### config.mk
export PLATFORM = sky130hd
export DESIGN_NAME = fp_mul_sequencer
export DESIGN_NICKNAME = d
export VERILOG_FILES = /design/src/rtl/fp_mul_sequencer_pkg.sv /design/src/rtl/fp_mul_iter_counter.sv /design/src/rtl/fp_mul_sequencer.sv
export SDC_FILE = /design/constraint.sdc
export NUM_CORES = 1
export LEC_CHECK = 0
export ABC_AREA = 0
export BUFFER_PORTS_ARGS = -buffer_cell sky130_fd_sc_hd__buf_4
export CAP_MARGIN = 15
export CORE_AREA = 2 2 41 43
export DETAILED_ROUTE_END_ITERATION = 8
export DIE_AREA = 0 0 43 45
export MAX_ROUTING_LAYER = met4
export PLACE_DENSITY = 0.72
export SYNTH_ARGS = -nofsm -noshare
export SYNTH_HDL_FRONTEND = slang
export SYNTH_SLANG_ARGS = --single-unit
### constraint.sdc
create_clock -name clk -period 2.1 [get_ports clk]
set_input_delay 0.315 -clock clk [delete_from_list [all_inputs] [get_ports clk]]
set_output_delay 0.315 -clock clk [all_outputs]
set_load 0.02 [all_outputs]
### src/rtl/fp_mul_sequencer_pkg.sv
// Shared definitions for the sequential single-precision multiplier control path.
// Holds the default sizing constants, the exponent bias used by the datapath,
// the FSM state encoding, and the Moore strobe decode used by the sequencer.
package fp_mul_sequencer_pkg;

  localparam int unsigned MantWidth = 24;   // mantissa incl. hidden bit
  localparam int unsigned CntWidth  = 5;    // iteration counter width
  localparam int unsigned ExpBias   = 127;  // single-precision exponent bias

  typedef enum logic [2:0] {
    StIdle = 3'd0,
    StLoad = 3'd1,
    StInit = 3'd2,
    StMul  = 3'd3,
    StPrep = 3'd4,
    StZero = 3'd5,
    StDone = 3'd6
  } state_e;

  typedef struct packed {
    logic busy;
    logic done;
    logic ld_a;
    logic ld_b;
    logic init_p;
    logic ld_exp;
    logic sh_p;
    logic sel_zero;
    logic ld_res;
  } ctrl_t;

  // Moore strobes for a given state. addP is not here because it also
  // depends on the multiplier LSB.
  function automatic ctrl_t ctrl_decode(state_e st);
    ctrl_t c;
    c      = '0;
    c.busy = (st != StIdle);
    unique case (st)
      StLoad: begin
        c.ld_a = 1'b1;
        c.ld_b = 1'b1;
      end
      StInit: begin
        c.init_p = 1'b1;
        c.ld_exp = 1'b1;
      end
      StMul:  c.sh_p = 1'b1;
      StPrep: c.ld_res = 1'b1;
      StZero: begin
        c.ld_res   = 1'b1;
        c.sel_zero = 1'b1;
      end
      StDone: c.done = 1'b1;
      default: ;
    endcase
    return c;
  endfunction

endpackage

### src/rtl/fp_mul_iter_counter.sv
// Loadable down-counter with zero flag for the shift-add multiply loop.
// Ports:
//   clk, rst  - clock, synchronous active-high reset (clears count)
//   load      - load load_val (has priority over dec)
//   load_val  - value to load
//   dec       - decrement by one; saturates at zero
//   cnt       - current count
//   zero      - cnt == 0
module fp_mul_iter_counter
  import fp_mul_sequencer_pkg::*;
#(
  parameter int unsigned CNT_W = CntWidth
) (
  input  logic             clk,
  input  logic             rst,
  input  logic             load,
  input  logic [CNT_W-1:0] load_val,
  input  logic             dec,
  output logic [CNT_W-1:0] cnt,
  output logic             zero
);

  logic [CNT_W-1:0] cnt_q;

  always_ff @(posedge clk) begin
    if (rst) begin
      cnt_q <= '0;
    end else if (load) begin
      cnt_q <= load_val;
    end else if (dec && !zero) begin
      cnt_q <= cnt_q - CNT_W'(1);
    end
  end

  assign zero = (cnt_q == '0);
  assign cnt  = cnt_q;

endmodule

### src/rtl/fp_mul_sequencer.sv
// Control sequencer for the sequential single-precision multiplier.
// Per operation: operand load, exponent add + product clear, MANT_W shift-add
// iterations, then normalise/round/pack capture. A zero exponent on either
// operand skips the multiply loop and selects the signed-zero result.
// Ports:
//   clk, rst      - clock, synchronous active-high reset
//   start         - request an operation (sampled only in IDLE)
//   q0            - multiplier register LSB
//   zeroA, zeroB  - operand exponent field is zero
//   busy, done    - handshake status; done is a one-cycle result-valid pulse
//   ldA, ldB      - operand register loads
//   initP, ldExp  - product clear / multiplier load, exponent capture
//   addP, shP     - shift-add loop controls
//   selZero, ldRes- result mux select and result register load
//   cnt           - iteration index (debug)
module fp_mul_sequencer
  import fp_mul_sequencer_pkg::*;
#(
  parameter int unsigned MANT_W = MantWidth,
  parameter int unsigned CNT_W  = CntWidth
) (
  input  logic             clk,
  input  logic             rst,
  input  logic             start,
  input  logic             q0,
  input  logic             zeroA,
  input  logic             zeroB,
  output logic             busy,
  output logic             done,
  output logic             ldA,
  output logic             ldB,
  output logic             initP,
  output logic             ldExp,
  output logic             addP,
  output logic             shP,
  output logic             selZero,
  output logic             ldRes,
  output logic [CNT_W-1:0] cnt
);

  localparam logic [CNT_W-1:0] CntInit = CNT_W'(MANT_W - 1);

  state_e state_q, state_d;
  ctrl_t  ctrl_q;
  logic   cnt_zero;

  always_comb begin
    state_d = state_q;
    unique case (state_q)
      StIdle:  if (start) state_d = StLoad;
      StLoad:  state_d = StInit;
      StInit:  state_d = (zeroA || zeroB) ? StZero : StMul;
      StMul:   if (cnt_zero) state_d = StPrep;
      StPrep:  state_d = StDone;
      StZero:  state_d = StDone;
      StDone:  state_d = StIdle;
      default: state_d = StIdle;
    endcase
  end

  // Strobes are decoded from the next state so they are registered yet still
  // line up cycle-for-cycle with the state they belong to.
  always_ff @(posedge clk) begin
    if (rst) begin
      state_q <= StIdle;
      ctrl_q  <= '0;
    end else begin
      state_q <= state_d;
      ctrl_q  <= ctrl_decode(state_d);
    end
  end

  fp_mul_iter_counter #(
    .CNT_W (CNT_W)
  ) u_iter_counter (
    .clk      (clk),
    .rst      (rst),
    .load     (state_q == StInit),
    .load_val (CntInit),
    .dec      (state_q == StMul),
    .cnt      (cnt),
    .zero     (cnt_zero)
  );

  assign busy    = ctrl_q.busy;
  assign done    = ctrl_q.done;
  assign ldA     = ctrl_q.ld_a;
  assign ldB     = ctrl_q.ld_b;
  assign initP   = ctrl_q.init_p;
  assign ldExp   = ctrl_q.ld_exp;
  assign shP     = ctrl_q.sh_p;
  assign selZero = ctrl_q.sel_zero;
  assign ldRes   = ctrl_q.ld_res;
  // shP is only ever high in MUL, so this gates addP to the multiply loop.
  assign addP    = ctrl_q.sh_p & q0;

endmodule

==> run metrics, run 1 <==
outcome=completed; final worst path period share=82.5%; Crit path largest cell delay=0.51 ns; proportion of register bits with asynchronous set or reset after synthesis=0%; final-report max-slew violation count=0; count of cells resized by post-cts repair=0; net switching component of the power=0.261 mW; average cell area after synthesis=9.46 um2; number of enable flip-flop cells after synthesis=0; worst-case vdd ir drop=0.742 mV; number of hold buffers added after cts=0; kind of cell adding the most delay to the critical path=simple AND/OR/NAND/NOR gates; combinational cell fraction of total power=31.6%; most frequent cell after synthesis=sky130_fd_sc_hd__dfxtp_1; worst hold slack=0.317 ns; Yosys warning count=0; crit path buf inv count=1; master of the slowest instance on the critical path=sky130_fd_sc_hd__or4b_4; buffer levels on the longest clock path=2; setup slack on the worst flop-to-flop path=0.37 ns; total design power=0.772 mW; total of flip-flops plus latches after synthesis=15; fill cell total of the finished layout=136; fraction of power spent switching nets=33.8%; worst-path cell chain=inv_1 -> ha_1 -> or4b_4 -> a2111oi_2 -> or2_1; DRC viols=0; Gate Count Post-Synth=71; internal power of the cells=0.511 mW; average routed wire per standard cell=12.8 um; ports placed on the boundary=21; total count of hold-check failures in the final report=0; total negative slack for setup checks=0 ns; via/cell ratio=5.68; vias in the first global route=497; part of the Yosys area used for sequential elements=44.7%; total standard cell area after synthesis=672 um2; first-pass GRT wire length=2.18 mm; area share of the largest cell type after synthesis=44.7%; share of total power in the clock network=20.9%; required time at the endpoint of the critical path=2.32 ns; number of nets in the layout=99; highest fanout seen on the critical path=6; latest clock arrival within the worst-skew pair=0.27 ns; worst-case setup margin in the final layout=0.367 ns; worst rel slew slack=69.2%; Clk pin slew, worst setup/hold paths=0.09 ns; number of vias after detailed routing=602; nature of the critical path endpoint=flop; Synth Net Count=79; GRT Util Overall=15.4%; number of buffers inserted during clock tree synthesis=3; # clock sinks=15; global-route congestion overflow total=0; Worst Path Class, Setup=reg2reg; num rows=14; Fmax achieved=577 MHz; largest net degree at the start of global routing=15; half-perimeter wire length after placement=981 um; Starting DRT DRC Count=12; floorplan die width=43 um; share of post-route cells with drive strength above 1=31.1%; synth-to-layout area growth=25.9%; dpl ws=0.400 ns; Total Die Area=0.00194 mm2; arrival time at the worst endpoint=1.95 ns; class of the most critical hold timing path=in2reg; effective utilization at floorplan=45.7%; Antenna diodes=0; Lkg Pwr=0.368 nW; crit path launch type=flop; Final Wtd Congestion=0.783; most used standard cells in the synthesized netlist=sky130_fd_sc_hd__dfxtp_1, sky130_fd_sc_hd__inv_1, sky130_fd_sc_hd__nor4_1, sky130_fd_sc_hd__clkbuf_1; cell taking the most area after synthesis=sky130_fd_sc_hd__dfxtp_1; worst clock skew on the final layout=0.00772 ns; antenna-violating nets left=0; Period minus WS final=1.73 ns; Die Y=45 um; number of buffers inserted by port buffering=20; slew of the pin with the lowest slew margin=0.461 ns; CTS tree=yes; Area contributors post-synth=sky130_fd_sc_hd__dfxtp_1, sky130_fd_sc_hd__nor4_1, sky130_fd_sc_hd__ha_1, sky130_fd_sc_hd__a211oi_1, sky130_fd_sc_hd__o21a_1; setup repair after global routing missed its margin=no; placeable core region=0.00147 mm2; portion of total power attributed to sequential cells=47.5%; DP Area=820 um2; Final Cell Area=846 um2; count of final setup violators=0; CTS H-tree lvls=1; reported max-cap violation count=0; CTS Root Buffer Type=sky130_fd_sc_hd__clkbuf_4; initial antenna violation count=0; flip-flop cell with the highest count after synthesis=sky130_fd_sc_hd__dfxtp_1; cell area power density=913 mW/mm2; Yosys cell types=31; Initial DRT Pass Iterations=4; Post-CTS Setup Inserts=0; detailed-route wire length=1.36 mm
-- worst min-delay path, cell delays in order --
cell and delay (ns):
sky130_fd_sc_hd__buf_4 0.11, sky130_fd_sc_hd__nand2_1 0.07, sky130_fd_sc_hd__nor4_1 0.04
-- sequential cells by signal (all words and copies together), names as in the netlist --
register and count:
busy 1, ldRes 1, shP 1, u_iter_counter.cnt 5
selZero 1, done 1, ldA 1, state_q 3
initP 1
-- worst paths after layout --
check / from / to / cells past startpoint
worst max-delay path: u_iter_counter.cnt[0]$_SDFFE_PP0P_ / state_q[2]$_SDFF_PP0_ / 5
worst min-delay path: start / ldA$_SDFF_PP0_ / 3
worst max register to register: u_iter_counter.cnt[0]$_SDFFE_PP0P_ / state_q[2]$_SDFF_PP0_ / 5
worst min register to register: u_iter_counter.cnt[0]$_SDFFE_PP0P_ / u_iter_counter.cnt[0]$_SDFFE_PP0P_ / 1
-- cells in the final DEF, fill, tap and decap left out, drive strengths merged --
master   synthesis  routed
a21o             1       1
a211oi           3       3
a41oi            1       1
nor2             3       3
nor4b            1       1
or2              1       1
nor4             5       5
a21boi           1       1
nor3             1       1
nand2b           2       2
nor3b            1       1
a2111oi          1       1
a31oi            3       3
o211ai           2       2
o31a             1       1
a21oi            3       3
inv              5       5
buf              2      21
o311ai           1       1
nand2            2       2
dfxtp           15      15
or4b             2       2
and2             1       1
clkbuf           4       4
and3b            1       1
o21ai            1       1
ha               2       2
o21a             3       3
o31ai            1       1
nand3            1       1
-- routing by layer --
metal	wire length, um	global-route usage, %	part of all wire (%)	vias up
met5	0	-	0	-
met4	18	6.67	1.3	0
met3	54	2.80	4.0	2
met2	647	24.2	48	12
met1	640	19.6	47	283
li1	-	-	-	305
-- cell families after synthesis --
logic type | Yosys count | share of synthesized area, %
buffers and inverters | 11 | 7.26
AO/OA/AOI/OAI | 22 | 24.4
adder cells (fa/ha/maj) | 2 | 3.72
AND/OR/NAND/NOR | 21 | 19.9
flip-flops | 15 | 44.7
-- layout make-up --
class	count	area [um2]	share of cell area [%]
Inverter	5	18.8	2.22
Tap cell	16	20.0	2.37
Timing Repair Buffer	21	158	18.6
Sequential cell	15	300	35.5
Multi-Input combinational cell	45	323	38.2
Clock buffer	4	26.3	3.11
-- metrics by stage --
| step | instances | util, % |
|---|---|---|
| after detailed placement | 102 | 55.7 |
| after global placement | 102 | 55.7 |
| final | 106 | 57.5 |
| after floorplan | 71 | - |
| after CTS | 106 | 57.5 |
| after global routing | 106 | 57.5 |
-- power by group through the flow --
stage	sequential, mW	clock [mW]	combinational [mW]
finish	0.367	0.162	0.244
global route	0.373	0.181	0.268
CTS	0.365	0.169	0.246
detailed placement	0.372	0	0.244
global placement	0.370	0	0.242
floorplan	0.378	0	0.152
Power figures use the tool's default switching activity.
==> run 2: changes to the inputs <==
==> constraint.sdc (replaced) <==
create_clock -name clk -period 1.7 [get_ports clk]
set_input_delay 0.255 -clock clk [delete_from_list [all_inputs] [get_ports clk]]
set_output_delay 0.255 -clock clk [all_outputs]
set_load 0.02 [all_outputs]
==> run 2 against run 1 <==
Net effect: largest cell class unchanged; clock-buffer cell count unchanged; worst hold slack lost 0.071 ns; critical endpoint unchanged; cell count rose by 4.7%; non-clock buffer count increased by 5; register-to-register slack got worse by 0.27 ns.
==> run metrics, run 2 (synthesis results as in run 1) <==
outcome=completed; highest fanout seen on the critical path=4; Starting DRT DRC Count=10; Post-CTS Setup Inserts=0; Die Y=45 um; total negative slack for setup checks=0 ns; most frequent cells in the layout=sky130_fd_sc_hd__buf_4, sky130_fd_sc_hd__dfxtp_1, sky130_fd_sc_hd__inv_1, sky130_fd_sc_hd__nor4_1; first-pass GRT wire length=2.42 mm; number of buffers inserted during clock tree synthesis=3; Total Die Area=0.00194 mm2; DRC viols=0; initial antenna violation count=0; Worst Path Class, Setup=reg2reg; buffer levels on the longest clock path=2; worst hold slack=0.246 ns; net switching component of the power=0.340 mW; worst rel slew slack=74.8%; largest net degree at the start of global routing=15; share of total power in the clock network=20.3%; internal power of the cells=0.660 mW; portion of total power attributed to sequential cells=43.6%; half-perimeter wire length after placement=1.07 mm; number of flip-flops in the largest register=5; Lkg Pwr=0.395 nW; synth-to-layout area growth=33.9%; number of nets in the layout=104; CTS Root Buffer Type=sky130_fd_sc_hd__clkbuf_4; number of buffers inserted by port buffering=20; share of post-route cells with drive strength above 1=36.8%; class of the most critical hold timing path=in2reg; # clock sinks=15; count of final setup violators=0; setup repair after global routing missed its margin=no; Period minus WS final=1.60 ns; Initial DRT Pass Iterations=4; total count of hold-check failures in the final report=0; final-report max-slew violation count=0; via/cell ratio=5.69; GRT Util Overall=17.6%; num rows=14; slew of the pin with the lowest slew margin=0.373 ns; number of vias after detailed routing=632; cell area power density=1110 mW/mm2; count of non-filler cells in the finished layout=111; crit path launch type=flop; worst-path cell chain=inv_1 -> ha_2 -> or4b_4 -> a2111oi_4 -> or2_1; ports placed on the boundary=21; master of the slowest instance on the critical path=sky130_fd_sc_hd__or4b_4; kind of cell adding the most delay to the critical path=simple AND/OR/NAND/NOR gates; Fmax achieved=625 MHz; placeable core region=0.00147 mm2; global-route congestion overflow total=0; detailed-route wire length=1.44 mm; fraction of power spent switching nets=34.0%; total design power=1.00 mW; vias in the first global route=595; fill cell total of the finished layout=144; antenna-violating nets left=0; combinational cell fraction of total power=36.1%; latest clock arrival within the worst-skew pair=0.28 ns; crit path buf inv count=1; final worst path period share=94.2%; Final Wtd Congestion=0.897; worst clock skew on the final layout=0.00503 ns; effective utilization at floorplan=45.7%; required time at the endpoint of the critical path=1.94 ns; Placed Instances=107; floorplan die width=43 um; worst-case vdd ir drop=0.540 mV; CTS tree=yes; CTS H-tree lvls=1; average routed wire per standard cell=13.0 um; Clk pin slew, worst setup/hold paths=0.09 ns; Crit path largest cell delay=0.51 ns; nature of the critical path endpoint=flop; arrival time at the worst endpoint=1.84 ns; leading cell type in the layout, fill and taps excluded=sky130_fd_sc_hd__buf_4; reported max-cap violation count=0; Antenna diodes=0
run 2: cell types whose count changed in the layout (fill, tap and decap cells not counted), sizes merged:
cell / delta
buf: +5
run 2: repair_timing:
| action | CTS | global route |
|---|---|---|
| gates resized for setup | 0 | 2 |
| hold buffers | 0 | 0 |
| setup endpoints to repair | 0 | 2 |
run 2: path summary, 6_finish.rpt:
path	startpoint	endpoint	slack (ns)	cells past startpoint
max reg2reg	u_iter_counter.cnt[0]$_SDFFE_PP0P_	state_q[2]$_SDFF_PP0_	0.1	5
min reg2reg	u_iter_counter.cnt[3]$_SDFFE_PP0P_	u_iter_counter.cnt[3]$_SDFFE_PP0P_	0.58	2
min	start	ldA$_SDFF_PP0_	0.25	3
max	u_iter_counter.cnt[0]$_SDFFE_PP0P_	state_q[2]$_SDFF_PP0_	0.1	5
run 2: worst min-delay path, cell delays in order:
cell and delay (ns):
sky130_fd_sc_hd__buf_4 0.11, sky130_fd_sc_hd__nand2_1 0.07, sky130_fd_sc_hd__nor4_1 0.05
run 2: metal layers:
metal | share of wire (%) | global-route usage, % | wire [um] | vias to the layer above
li1 | - | - | - | 315
met1 | 45 | 20.9 | 645 | 297
met2 | 48 | 27.3 | 693 | 16
met3 | 4.9 | 2.80 | 71 | 4
met4 | 2.1 | 12.7 | 30 | 0
met5 | 0 | - | 0 | -
run 2: through the flow:
stage	worst slack (ns)	area (um2)	utilization, %
floorplan	0.0190	673	-
global placement	0.100	858	58.3
detailed placement	0.0187	858	58.3
CTS	0.000547	885	60.1
global route	0.0215	900	61.1
finish	0.0993	900	61.1
run 2: power by group through the flow:
stage	clock network, mW	logic (mW)	registers (mW)
2_1_floorplan	0	0.188	0.467
3_3_place_gp	0	0.344	0.442
3_5_place_dp	0	0.349	0.444
4_1_cts	0.210	0.351	0.435
5_1_grt	0.226	0.396	0.443
6_report	0.203	0.361	0.436
run 2: cell type report:
cell class | count | area, um2 | area share (%)
Multi-Input combinational cell | 45 | 338 | 37.6
Timing Repair Buffer | 26 | 195 | 21.7
Clock buffer | 4 | 26.3 | 2.92
Tap cell | 16 | 20.0 | 2.23
Inverter | 5 | 18.8 | 2.09
Sequential cell | 15 | 302 | 33.5
